--- src/rtl/mag_req_scheduler_pkg.sv ---
// Shared configuration and types for the magnitude request scheduler slice.
// NREQ requesters (2..8) share one engine; W is the operand width.
package mag_sched_pkg;

  localparam int NREQ  = 4;
  localparam int W     = 8;
  localparam int RAD_W = 2 * W + 1;
  localparam int MAG_W = W + 1;
  localparam int ID_W  = $clog2(NREQ);

  typedef enum logic [1:0] {
    IDLE,
    LOAD,
    ITER,
    DONE
  } state_t;

endpackage

--- src/rtl/mag_req_scheduler_if.sv ---
// Request/response bundle between the requesters and the magnitude scheduler.
interface mag_req_scheduler_if;
  import mag_sched_pkg::*;

  logic [NREQ-1:0]   req_valid;
  logic [NREQ-1:0]   req_ready;
  logic [NREQ*W-1:0] req_x;
  logic [NREQ*W-1:0] req_y;
  logic              rsp_valid;
  logic              rsp_ready;
  logic [ID_W-1:0]   rsp_id;
  logic [MAG_W-1:0]  rsp_mag;
  logic              busy;

  modport master (
    output req_valid, req_x, req_y, rsp_ready,
    input  req_ready, rsp_valid, rsp_id, rsp_mag, busy
  );

  modport slave (
    input  req_valid, req_x, req_y, rsp_ready,
    output req_ready, rsp_valid, rsp_id, rsp_mag, busy
  );

endinterface

--- src/rtl/mag_req_scheduler_isqrt_seq.sv ---
// Restoring digit-by-digit integer square root, one root bit per cycle, MSB first.
// The start cycle already resolves the top bit, so done follows MAG_W steps.
module isqrt_seq
  import mag_sched_pkg::*;
(
  input  logic             clk,
  input  logic             rst_n,
  input  logic             start,
  input  logic [RAD_W-1:0] radicand,
  output logic             done,
  output logic [MAG_W-1:0] root
);

  localparam int PAD_W = 2 * MAG_W;
  localparam int REM_W = MAG_W + 3;
  localparam int CNT_W = $clog2(MAG_W + 1);

  logic [PAD_W-1:0] rad_q;
  logic [REM_W-1:0] rem_q;
  logic [CNT_W-1:0] cnt_q;
  logic             running;

  logic [PAD_W-1:0] src;
  logic [REM_W-1:0] rem_in;
  logic [REM_W-1:0] rem_shift;
  logic [REM_W-1:0] trial;
  logic [REM_W-1:0] rem_next;
  logic [MAG_W-1:0] root_in;
  logic [MAG_W-1:0] root_next;

  // One restoring step: bring down the next radicand pair and try root*4+1.
  always_comb begin
    src       = start ? PAD_W'(radicand) : rad_q;
    rem_in    = start ? '0 : rem_q;
    root_in   = start ? '0 : root;
    rem_shift = {rem_in[REM_W-3:0], src[PAD_W-1 -: 2]};
    trial     = REM_W'({root_in, 2'b01});
    rem_next  = rem_shift;
    root_next = {root_in[MAG_W-2:0], 1'b0};
    if (rem_shift >= trial) begin
      rem_next  = rem_shift - trial;
      root_next = {root_in[MAG_W-2:0], 1'b1};
    end
  end

  always_ff @(posedge clk or negedge rst_n) begin
    if (!rst_n) begin
      rad_q   <= '0;
      rem_q   <= '0;
      root    <= '0;
      cnt_q   <= '0;
      running <= 1'b0;
      done    <= 1'b0;
    end else if (start) begin
      rad_q   <= src << 2;
      rem_q   <= rem_next;
      root    <= root_next;
      cnt_q   <= CNT_W'(1);
      running <= 1'b1;
      done    <= 1'b0;
    end else if (running) begin
      rad_q <= src << 2;
      rem_q <= rem_next;
      root  <= root_next;
      cnt_q <= cnt_q + 1'b1;
      if (cnt_q == CNT_W'(MAG_W - 1)) begin
        running <= 1'b0;
        done    <= 1'b1;
      end
    end else begin
      done <= 1'b0;
    end
  end

endmodule

--- src/rtl/mag_req_scheduler.sv ---
// Round-robin scheduler sharing one sequential floor(sqrt(x^2+y^2)) engine
// between NREQ requesters, returning tagged results on one response channel.
module mag_req_scheduler
  import mag_sched_pkg::*;
(
  input logic               clk,
  input logic               rst_n,
  mag_req_scheduler_if.slave bus
);

  state_t           state;
  logic [ID_W-1:0]  last;
  logic [ID_W-1:0]  cur_id;
  logic [ID_W-1:0]  grant_id;
  logic             grant_any;
  logic [W-1:0]     x_q;
  logic [W-1:0]     y_q;
  logic [RAD_W-1:0] sum_sq;
  logic             eng_start;
  logic             eng_done;
  logic [MAG_W-1:0] eng_root;

  // First valid requester after the last one served, wrapping around.
  always_comb begin
    grant_any = 1'b0;
    grant_id  = last;
    for (int k = 1; k <= NREQ; k++) begin
      if (!grant_any && bus.req_valid[(int'(last) + k) % NREQ]) begin
        grant_any = 1'b1;
        grant_id  = ID_W'((int'(last) + k) % NREQ);
      end
    end
  end

  assign bus.req_ready = (rst_n && state == IDLE && grant_any) ?
                         (NREQ'(1) << grant_id) : '0;

  // The engine's radicand register captures this sum on the LOAD edge.
  assign sum_sq    = RAD_W'(x_q) * RAD_W'(x_q) + RAD_W'(y_q) * RAD_W'(y_q);
  assign eng_start = (state == LOAD);

  isqrt_seq u_isqrt (
    .clk      (clk),
    .rst_n    (rst_n),
    .start    (eng_start),
    .radicand (sum_sq),
    .done     (eng_done),
    .root     (eng_root)
  );

  always_ff @(posedge clk or negedge rst_n) begin
    if (!rst_n) begin
      state         <= IDLE;
      last          <= ID_W'(NREQ - 1);
      cur_id        <= '0;
      x_q           <= '0;
      y_q           <= '0;
      bus.rsp_valid <= 1'b0;
      bus.rsp_id    <= '0;
      bus.rsp_mag   <= '0;
      bus.busy      <= 1'b0;
    end else begin
      case (state)
        IDLE: begin
          if (grant_any) begin
            x_q      <= bus.req_x[int'(grant_id) * W +: W];
            y_q      <= bus.req_y[int'(grant_id) * W +: W];
            cur_id   <= grant_id;
            last     <= grant_id;
            bus.busy <= 1'b1;
            state    <= LOAD;
          end
        end
        LOAD: state <= ITER;
        ITER: begin
          if (eng_done) begin
            bus.rsp_valid <= 1'b1;
            bus.rsp_id    <= cur_id;
            bus.rsp_mag   <= eng_root;
            state         <= DONE;
          end
        end
        DONE: begin
          if (bus.rsp_ready) begin
            bus.rsp_valid <= 1'b0;
            bus.busy      <= 1'b0;
            state         <= IDLE;
          end
        end
        default: state <= IDLE;
      endcase
    end
  end

endmodule

--- src/flat_wrapper.sv ---
// flat-port wrapper written by rule: the top's interface ports become plain ports
module mag_req_scheduler_flat import mag_sched_pkg::*;
  (clk, rst_n, bus_req_valid, bus_req_x, bus_req_y, bus_rsp_ready, bus_req_ready, bus_rsp_valid, bus_rsp_id, bus_rsp_mag, bus_busy);
  mag_req_scheduler_if bus_i ();
  input logic clk;
  input logic rst_n;
  input wire logic [$bits(bus_i.req_valid)-1:0] bus_req_valid;
  input wire logic [$bits(bus_i.req_x)-1:0] bus_req_x;
  input wire logic [$bits(bus_i.req_y)-1:0] bus_req_y;
  input wire logic [$bits(bus_i.rsp_ready)-1:0] bus_rsp_ready;
  output wire logic [$bits(bus_i.req_ready)-1:0] bus_req_ready;
  output wire logic [$bits(bus_i.rsp_valid)-1:0] bus_rsp_valid;
  output wire logic [$bits(bus_i.rsp_id)-1:0] bus_rsp_id;
  output wire logic [$bits(bus_i.rsp_mag)-1:0] bus_rsp_mag;
  output wire logic [$bits(bus_i.busy)-1:0] bus_busy;
  assign bus_i.req_valid = bus_req_valid;
  assign bus_i.req_x = bus_req_x;
  assign bus_i.req_y = bus_req_y;
  assign bus_i.rsp_ready = bus_rsp_ready;
  assign bus_req_ready = bus_i.req_ready;
  assign bus_rsp_valid = bus_i.rsp_valid;
  assign bus_rsp_id = bus_i.rsp_id;
  assign bus_rsp_mag = bus_i.rsp_mag;
  assign bus_busy = bus_i.busy;
  mag_req_scheduler u_core (.clk(clk), .rst_n(rst_n), .bus(bus_i));
endmodule
--- config.mk ---
export PLATFORM = sky130hd
export DESIGN_NAME = mag_req_scheduler_flat
export DESIGN_NICKNAME = d
export VERILOG_FILES = /design/src/rtl/mag_req_scheduler_pkg.sv /design/src/rtl/mag_req_scheduler_if.sv /design/src/rtl/mag_req_scheduler_isqrt_seq.sv /design/src/rtl/mag_req_scheduler.sv /design/src/flat_wrapper.sv
export SDC_FILE = /design/constraint.sdc
export NUM_CORES = 1
export LEC_CHECK = 0
export CAP_MARGIN = 10
export CORE_MARGIN = 8
export CORE_UTILIZATION = 31
export DETAILED_ROUTE_END_ITERATION = 8
export PLACE_DENSITY = 0.57
export SLEW_MARGIN = 20
export SYNTH_ARGS = -nofsm -noshare
export SYNTH_HDL_FRONTEND = slang
export SYNTH_SLANG_ARGS = --single-unit
export TNS_END_PERCENT = 20
--- constraint.sdc ---
create_clock -name clk -period 14.4 [get_ports clk]
set_input_delay 4.32 -clock clk [delete_from_list [all_inputs] [get_ports clk]]
set_output_delay 4.32 -clock clk [all_outputs]
set_load 0.03 [all_outputs]
# Yosys cells after proc, flatten, opt, wreduce, memory -nomap -nowiden
# Index checks and enable logic that the tools add are counted.
# op_classes
n_mux	49
addsub	7
n_reduce_logical	21
n_mul	2
n_shift	3
bitwise_logic	4
eq_ne	8
magnitude_cmp	5
# ops
operator	count
$shiftx A32 B6 Y8	2
$mux W18	3
$mux W10	4
$mul A8 B8 Y16	2
$mux W9	3
$mux W1	22
$add A16 B16 Y17	1
$lt A3 B4 Y1 const B	4
$mux W2	7
$ge A12 B11 Y1	1
$mux W4	3
$sub A10 B10 Y10	1
$reduce_and A3 Y1	3
$bmux W1 S2	4
$pmux W2 S4	1
$reduce_or A2 Y1	4
$reduce_bool A2 Y1	3
$logic_and A1 B1 Y1	5
$add A2 B1 Y2 const B	2
$add A2 B2 Y2 const B	2
$add A4 B1 Y4 const B	1
$and A1 B1 Y1 const A	4
$eq A2 B2 Y1 const B	2
$eq A4 B4 Y1 const B	1
other kinds (9)	14
# totals
out_inout_bits	17
elab_cells	114
inputBits	71
ff_bits	78

# Depth between registers and ports, before layout
# Gate-level depths: netlist (run 1).
# depth
depth_word	18
ltp_mapped	27

# By module
# From an unflattened synthesis (run 1), not the netlist that was laid out.
# hier_totals
hier_cells	872
hier_area_um2	8089.0
# modules_own_cells
mod	n_inst	seq_area_each_um2	area_per_inst_um2	cells_each
mag_req_scheduler	1	878.3	5684.2	614
isqrt_seq	1	1026.0	2404.8	258

# Worst setup path after synthesis (run 1)
# OpenSTA, ideal clock, no wires.
# synth_timing
kind	input -> output
from	input port bus_req_valid[3]
to	output port bus_req_ready[2]
n_path_buf	2
path_slack_ps	3967
t_arrival_ps	6113
path_stages	6
path_cell_list	nand2b_1 > o21ai_0 > a221oi_1 > clkbuf_1 > clkbuf_1 > nor3b_1
# synth_via
elab_chain_cells	15
# synth_rtl
element	line	source
start: declaration	flat_wrapper.sv:7	input wire logic [$bits(bus_i.req_valid)-1:0] bus_req_valid;
$bmux W1 S2	mag_req_scheduler.sv:28	if (!grant_any && bus.req_valid[(int'(last) + k) % NREQ]) begin
$mux W1 (implied by the code) (2 in a row)	mag_req_scheduler.sv:28	
$mux W1	mag_req_scheduler.sv:28	
$logic_not A1 Y1	mag_req_scheduler.sv:28	
$logic_and A1 B1 Y1	mag_req_scheduler.sv:28	
$mux W1	mag_req_scheduler.sv:28	
$logic_not A1 Y1	mag_req_scheduler.sv:28	
$logic_and A1 B1 Y1	mag_req_scheduler.sv:28	
$mux W1	mag_req_scheduler.sv:28	
$logic_not A1 Y1	mag_req_scheduler.sv:28	
$logic_and A1 B1 Y1	mag_req_scheduler.sv:28	
$mux W2 or $mux W1 (tied branches)	mag_req_scheduler.sv:28	
$shl A1 B2 Y4 or $logic_and A1 B1 Y1 (tied branches)	mag_req_scheduler.sv:36, mag_req_scheduler.sv:35	
$mux W4 *	mag_req_scheduler.sv:35	assign bus.req_ready = (rst_n && state == IDLE && grant_any) ?
end: declaration	flat_wrapper.sv:11	output wire logic [$bits(bus_i.req_ready)-1:0] bus_req_ready;
# Every way passes the cells marked *; elsewhere a longest branch is shown, timed or not. The select of a mux whose other input is x is not followed.

# Worst setup path after layout (run 1)
# layout_timing
from	input port bus_req_valid[0]
to	output port bus_req_ready[2]
# The elaborated chain is that of the path after synthesis.

==> summary.md, run 1 <==
| Metric | Value |
|---|---|
| Setup WS post-layout | approximately 3.2 ns |
| Post_cts resized | 0 |
| Detailed placement HPWL | between 10000 and 15000 µm |
| FILL cells | 2617 |
| Post-route insts no fill | 1281 |
| Post-route setup TNS | 0 ns |
| Dpl cells | 1266 |
| GRT met2 Usage | between 10% and 20% |
| Clk slew on worst S/H paths | approximately 0.060 ns |
| Rows | 58 |
| Post-synth EDFFs | 0 |
| Fin crit period | roughly 11 ns |
| Average cell area after synthesis | 8.988 µm² |
| Nets | about 1200 |
| Worst-margin pin slew | approximately 0.98 ns |
| CTS H-tree lvls | 3 |
| Synth async-reset ratio | 100.0% |
| Initial antenna violation count | 0 |
| Max-cap check violation count | 0 |
| CP Capture Type | output pin |
| Post-Syn Nets | 1105 |
| Hold Crit Depth | 2 |
| Clock Skews | ~0.014 ns |
| Design area | ~9400 µm² |
| Ys Warns | 0 |
| Antenna diode count | 0 |
| Final wirelength | approximately 17000 µm |
| Placeable Area | ~25000 µm² |
| Skew-Pair Late Insertion Delay | between 0.3 and 0.4 ns |
| Worst R2R Start | u_core.y_q[5] |
| RSZ-0062 raised after global routing | no |
| Global-route wire length before repair | around 30000 µm |
| Max FO, Critical Path | 15 |
| DR WL/cell | 13.54 µm |
| Port bufs | 87 |
| Synth Register Bits | between 70 and 80 |
| HP Start | u_core.cur_id[1] |
| Post-CTS setup repair buffer count | 0 |
| Busiest grt layer | met2 |
| Grt ovf | 0 |
| CP Launch Type | input port |
| Largest net degree at the start of global routing | 79 |
| CTS max path bufs | 2 |
| CTS Sinks | 76 |
| M1 GR Usage | 16.10% |
| Die width | approximately 180 µm |
| Die Y | 176.1 µm |
| I/O pins | 88 |
| Final count of negative-setup-slack endpoints | 0 |
| Drt drc | 0 |
| CTS buffer count | 9 |
| Setup crit start | bus_req_valid[0] |
| Number of global-route vias before repair | approximately 6200 |
| Maximum clock rate | between 80 and 90 MHz |
| CP arrival | between 6 and 7 ns |
| DRT iter0 DRCs | 253 |
| Fin crit share | between 70 and 80% |
| WS Path Type | in -> out |
| Status | finished clean |
| Yosys cell types | slightly above 60 |
| Final GP Congestion | slightly below 0.8 |
| Initial core utilization | between 30% and 40% |
| Full die area | about 31000 µm² |
| Vias | between 6000 and 7000 |
| Max-slew headroom | between 30% and 40% |
| Vias per cell | between 4 and 5 |
| Max Slew Vio Count | 0 |
| Worst r2r path cells | 22 |
| Pre-CTS WS | 3.062 ns |
| Ys flop type | dfrtp_1 |
| Worst Path Required | 10.08 ns |
| Final Hold Viols | 0 |
| CTS Root Cell | clkbuf_16 |
| Post-DP Area | roughly 9000 µm² |
| Hold_buf cts | 0 |
| Layout area overhead | 18.17% |
| 1st-pass router iterations | 4 |
| Share of post-route cells with drive strength above 1 | just under 6% |
| Mapped Cells | roughly 900 |
| Seq/Total Area, Yosys | about a quarter |
| Area of the mapped netlist | between 7000 and 8000 µm² |
| Remaining antenna violation count | 0 |
| CTS tree | built |
| Hold/Removal Path Class | reg -> reg |
| Total track usage | a little under an eighth |
| Grt met3 use | 3.546% |
==> cells by family after synthesis <==
logic type | synth area share (%)
and+or+nand+nor | 17.61
buffers and inverters | 8.031
adders and majority gates | 30.80
AOI/OAI and AO/OA | 11.86
DFF | 23.97
muxes | 4.756
xor gates and xnor gates | 2.976
==> area by class of cell <==
type                       instances  area, µm²  area share [%]
sequential                        76       1904           20.28
tap                              330      412.9           4.398
clock inverter                     6      88.84          0.9462
inverter                         112      420.4           4.478
timing repair buffer              92      909.6           9.688
clock buffer                       9      225.2           2.399
multi-input combinational        656       5428           57.81
==> per-stage QoR <==
stage / hold slack [ns] / util, %
final: 0.4791 / 37.29
after global placement: 0.4613 / 35.99
after global routing: 0.5132 / 37.29
after floorplan: 0.4422 / -
after CTS: 0.4842 / 37.28
after detailed placement: 0.4708 / 36.03
==> worst max-delay path: stages <==
cell and delay, ns:
clkdlybuf4s50_1 0.52, nor4_1 0.09, nor2b_1 0.76, nand2_1 0.22, nor3b_1 0.24, clkdlybuf4s50_1 0.71
==> cells in the final DEF (no fill, tap or decap), types with 5 or more instances in the layout <==
cell type	n
a21oi_1	22
inv_1	112
buf_4	5
nand2_1	153
ha_1	73
clkbuf_16	9
mux2_2	14
nor2b_1	18
mux2i_1	22
o22ai_1	6
a21o_1	9
nand2b_1	18
nor3_1	6
o21ai_0	61
a2bb2oi_1	8
nand3_1	22
xor2_1	14
dfrtp_1	74
clkdlybuf4s50_1	86
xnor2_1	13
o211ai_1	10
nor2_1	22
a211oi_1	6
and2_1	33
fa_1	76
==> path summary, 6_finish.rpt <==
path,endpoint,slack (ns)
max reg2reg,u_core.u_isqrt.rem_q[8],7.47
min in group asynchronous,u_core.bus.rsp_mag[0],3.87
max,bus_req_ready[2],3.22
max in group asynchronous,u_core.x_q[3],9.50
min,u_core.cur_id[1],0.48
min reg2reg,u_core.cur_id[1],0.48
==> registers in the layout (all words and copies together) (netlist names) <==
signal,cells
u_core.u_isqrt.done,1
u_core.u_isqrt.rem_q,10
u_core.bus.busy,1
u_core.bus.rsp_valid,1
u_core.u_isqrt.running,1
u_core.state,2
u_core.bus.rsp_id,2
u_core.last,2
u_core.u_isqrt.root,9
u_core.u_isqrt.cnt_q,4
u_core.u_isqrt.rad_q,16
u_core.x_q,8
u_core.bus.rsp_mag,9
u_core.y_q,8
u_core.cur_id,2
==> Yosys cell counts, types with 10 or more instances <==
| master | n | area [µm²] |
|---|---|---|
| nor2b_1 | 18 | 112.6 |
| mux2i_1 | 22 | 220.2 |
| ha_1 | 74 | 925.9 |
| clkbuf_1 | 28 | 105.1 |
| nand2_1 | 153 | 574.3 |
| inv_1 | 112 | 420.4 |
| nor2_1 | 22 | 82.58 |
| and2_1 | 33 | 206.5 |
| nand2b_1 | 18 | 112.6 |
| xor2_1 | 14 | 122.6 |
| o211ai_1 | 10 | 75.07 |
| o21ai_0 | 61 | 305.3 |
| fa_1 | 76 | 1521 |
| nand3_1 | 22 | 110.1 |
| xnor2_1 | 13 | 113.9 |
| mux2_2 | 14 | 157.7 |
| a21oi_1 | 22 | 110.1 |
| dfrtp_1 | 74 | 1852 |
==> routing by layer <==
layer  up-vias  wire (µm)
li1       3021          -
met3         7       1157
met2       122       7504
met5         -          0
met4         0        143
met1      2884       8541
Power of run 1 is left out: the tool's default activity adds up to more than one toggle a clock period on the data nets, which glitch-free logic cannot reach.
==> inputs of run 2 (changes only) <==
--- a/config.mk
+++ b/config.mk
@@ -9,7 +9,7 @@
 export CORE_MARGIN = 8
 export CORE_UTILIZATION = 31
 export DETAILED_ROUTE_END_ITERATION = 8
-export PLACE_DENSITY = 0.57
+export PLACE_DENSITY = 0.59
 export SLEW_MARGIN = 20
 export SYNTH_ARGS = -nofsm -noshare
 export SYNTH_HDL_FRONTEND = slang
==> constraint.sdc (replaced) <==
create_clock -name clk -period 9 [get_ports clk]
set_input_delay 2.7 -clock clk [delete_from_list [all_inputs] [get_ports clk]]
set_output_delay 2.7 -clock clk [all_outputs]
set_load 0.03 [all_outputs]
==> summary.md, run 2 (synthesis gave the netlist of run 1 again) <==
| Metric | Value |
|---|---|
| Status | finished clean |
| M1 GR Usage | 15.32% (-0.78 points) |
| Global-route wire length before repair | 29830 µm (-0.41%) |
| 1st-pass router iterations | 4 (unchanged) |
| Full die area | 31010 µm² (unchanged) |
| Worst path cell trace | clkdlybuf4s50_1 > nor4_1 > nor2b_1 > nand2_1 > nor3b_1 > clkdlybuf4s50_1 |
| Max FO, Critical Path | 15 (unchanged) |
| CP max-delay cell | nor2b_1 |
| Rows | 58 (unchanged) |
| WS Path Type | in -> out |
| Vias per cell | 4.744 (+0.70%) |
| Antenna diode count | 0 (unchanged) |
| R2R Setup Slk | 2.03 ns (-5.44 ns) |
| Hold_buf cts | 0 (unchanged) |
| Most common cell after layout, fill and taps aside | nand2_1 |
| Clock Skews | 0.009667 ns (-0.004434 ns) |
| Grt met3 use | 2.905% (-0.64 points) |
| Post_cts resized | 0 (unchanged) |
| Clk slew on worst S/H paths | 0.06 ns (about the same) |
| DRT iter0 DRCs | 227 (-10%) |
| CTS tree | built |
| Worst-margin pin slew | 0.9092 ns (-0.07294 ns) |
| Detailed placement HPWL | 13770 µm (-0.66%) |
| Worst r2r path cells | 22 (unchanged) |
| CTS max path bufs | 2 (unchanged) |
| Skew-Pair Late Insertion Delay | 0.34 ns (about the same) |
| CTS buffer count | 9 (unchanged) |
| Layout area overhead | 18.46% |
| Nets | 1169 (+0.086%) |
| Placeable Area | 25180 µm² (unchanged) |
| DR WL/cell | 13.38 µm (-1.2%) |
| Cell mode on critical path | clkdlybuf4s50_1 |
| Worst Path Required | 6.30 ns (-3.78 ns) |
| Maximum clock rate | roughly 130 MHz |
| Worst R2R Start | u_core.y_q[5] |
| Initial antenna violation count | 0 (unchanged) |
| CTS H-tree lvls | 3 (unchanged) |
| Grt ovf | 0 (unchanged) |
| Final Hold Viols | 0 (unchanged) |
| FF-to-FF End | u_core.u_isqrt.rem_q[8] |
| Max Slew Vio Count | 0 (unchanged) |
| Largest registers | u_core.u_isqrt.rad_q (16), u_core.u_isqrt.rem_q (10) |
| Commonest cells after routing, fill and taps aside | nand2_1, inv_1, clkdlybuf4s50_1, fa_1, dfrtp_1 |
| Post-CTS setup repair buffer count | 0 (unchanged) |
| GRT met2 Usage | 17.98% (+0.66 points) |
| FILL cells | 2571 (-1.8%) |
| CP Buf/Inv Count | 2 (unchanged) |
| Drt drc | 0 (unchanged) |
| Number of global-route vias before repair | 6239 (+0.92%) |
| Largest register FFs | 16 (unchanged) |
| Die Y | 176.1 µm (unchanged) |
| CP top delay family | buffers and inverters |
| Hold Crit Depth | 2 (unchanged) |
| CP peak stage delay | 0.71 ns (-0.05 ns) |
| Hold/Removal Path Class | reg -> reg |
| Share of post-route cells with drive strength above 1 | 5.876% (+0.093 points) |
| Max-slew headroom | 39.26% (+4.9 points) |
| Final GP Congestion | 0.8185 (+3.5%) |
| Sink of the worst hold path | u_core.cur_id[1] |
| Area of the multi-input gates | 5426 µm² (about the same) |
| CTS Root Cell | clkbuf_16 |
| Fin crit share | about 87% |
| Final wirelength | 17160 µm (-1.1%) |
| Port bufs | 87 (unchanged) |
| HP Start | u_core.cur_id[1] |
| Busiest grt layer | met2 |
| Initial core utilization | 31.55% (unchanged) |
| CTS Sinks | 76 (unchanged) |
| I/O pins | 88 (unchanged) |
| Vias | 6086 (+0.86%) |
| CP Launch Type | input port |
| Die width | 176.1 µm (unchanged) |
| Remaining antenna violation count | 0 (unchanged) |
| Total track usage | 11.48% (-0.16 points) |
| Most flops, register | u_core.u_isqrt.rad_q |
| CP arrival | 5.16 ns (-1.70 ns) |
| Post-route setup TNS | 0 ns (unchanged) |
| Fin crit period | 7.860 ns |
| RSZ-0062 raised after global routing | no |
| FF+latch area | 1904 µm² (unchanged) |
| Final count of negative-setup-slack endpoints | 0 (unchanged) |
| Max-cap check violation count | 0 (unchanged) |
| Crit path depth | 6 (unchanged) |
| Largest net degree at the start of global routing | 79 (unchanged) |
| CP Capture Type | output pin |
==> run 2: changes by cell type in the layout (fill, tap and decap cells not counted), sizes merged <==
cell,delta
clkinv,-1
inv,+1
buf,+1
clkbuf,+1
==> run 2: worst max-delay path by stage <==
stage | slack [ns] | endpoint | startpoint
finish | 1.14 | bus_req_ready[2] | bus_req_valid[3]
global route | 0.84 | bus_req_ready[3] | bus_req_valid[3]
CTS | 1.07 | bus_req_ready[2] | bus_req_valid[3]
detailed placement | 1.09 | bus_req_ready[2] | bus_req_valid[3]
global placement | 1.15 | bus_req_ready[2] | bus_req_valid[1]
floorplan | 1.81 | bus_req_ready[2] | bus_req_valid[3]
==> run 2: per-layer routing <==
metal | share of wire (%) | wire, µm
met4 | 1.5 | 260
met1 | 49 | 8327
met5 | 0 | 0
met3 | 6.0 | 1037
met2 | 44 | 7536
==> run 2: area by class of cell <==
cell class                 count  share of cell area (%)
clock buffer                  10                   2.539
timing repair buffer          93                   9.705
sequential                    76                   20.23
multi-input combinational    656                   57.66
clock inverter                 6                   1.010
inverter                     112                   4.467
tap                          330                   4.387
==> run 2: tightest hold or removal path: stages (launching register included) <==
cell	delay (ns)
dfrtp_1	0.34
nand2_1	0.04
o21ai_0	0.06
==> run 2: through the flow <==
step,util (%),setup slack [ns],instance area (µm²),hold WS [ns],instances
after CTS,37.37,1.073,9412,0.4832,1283
after floorplan,-,1.807,7945,0.4422,884
after global placement,36.05,1.145,9077,0.4594,1267
final,37.37,1.140,9412,0.4774,1283
after detailed placement,36.05,1.091,9077,0.4689,1267
after global routing,37.37,0.8443,9412,0.5176,1283
Power of run 2 is left out for the same reason.
==> inputs of run 3 (changes only) <==
--- a/config.mk
+++ b/config.mk
@@ -9,6 +9,7 @@
 export CORE_MARGIN = 8
 export CORE_UTILIZATION = 31
 export DETAILED_ROUTE_END_ITERATION = 8
+export GPL_ROUTABILITY_DRIVEN = 1
 export PLACE_DENSITY = 0.59
 export SLEW_MARGIN = 20
 export SYNTH_ARGS = -nofsm -noshare
==> results of run 3 <==
Same layout as run 2: the final DEF is identical, and so are final timing and power.
Power of run 3 is left out for the same reason.
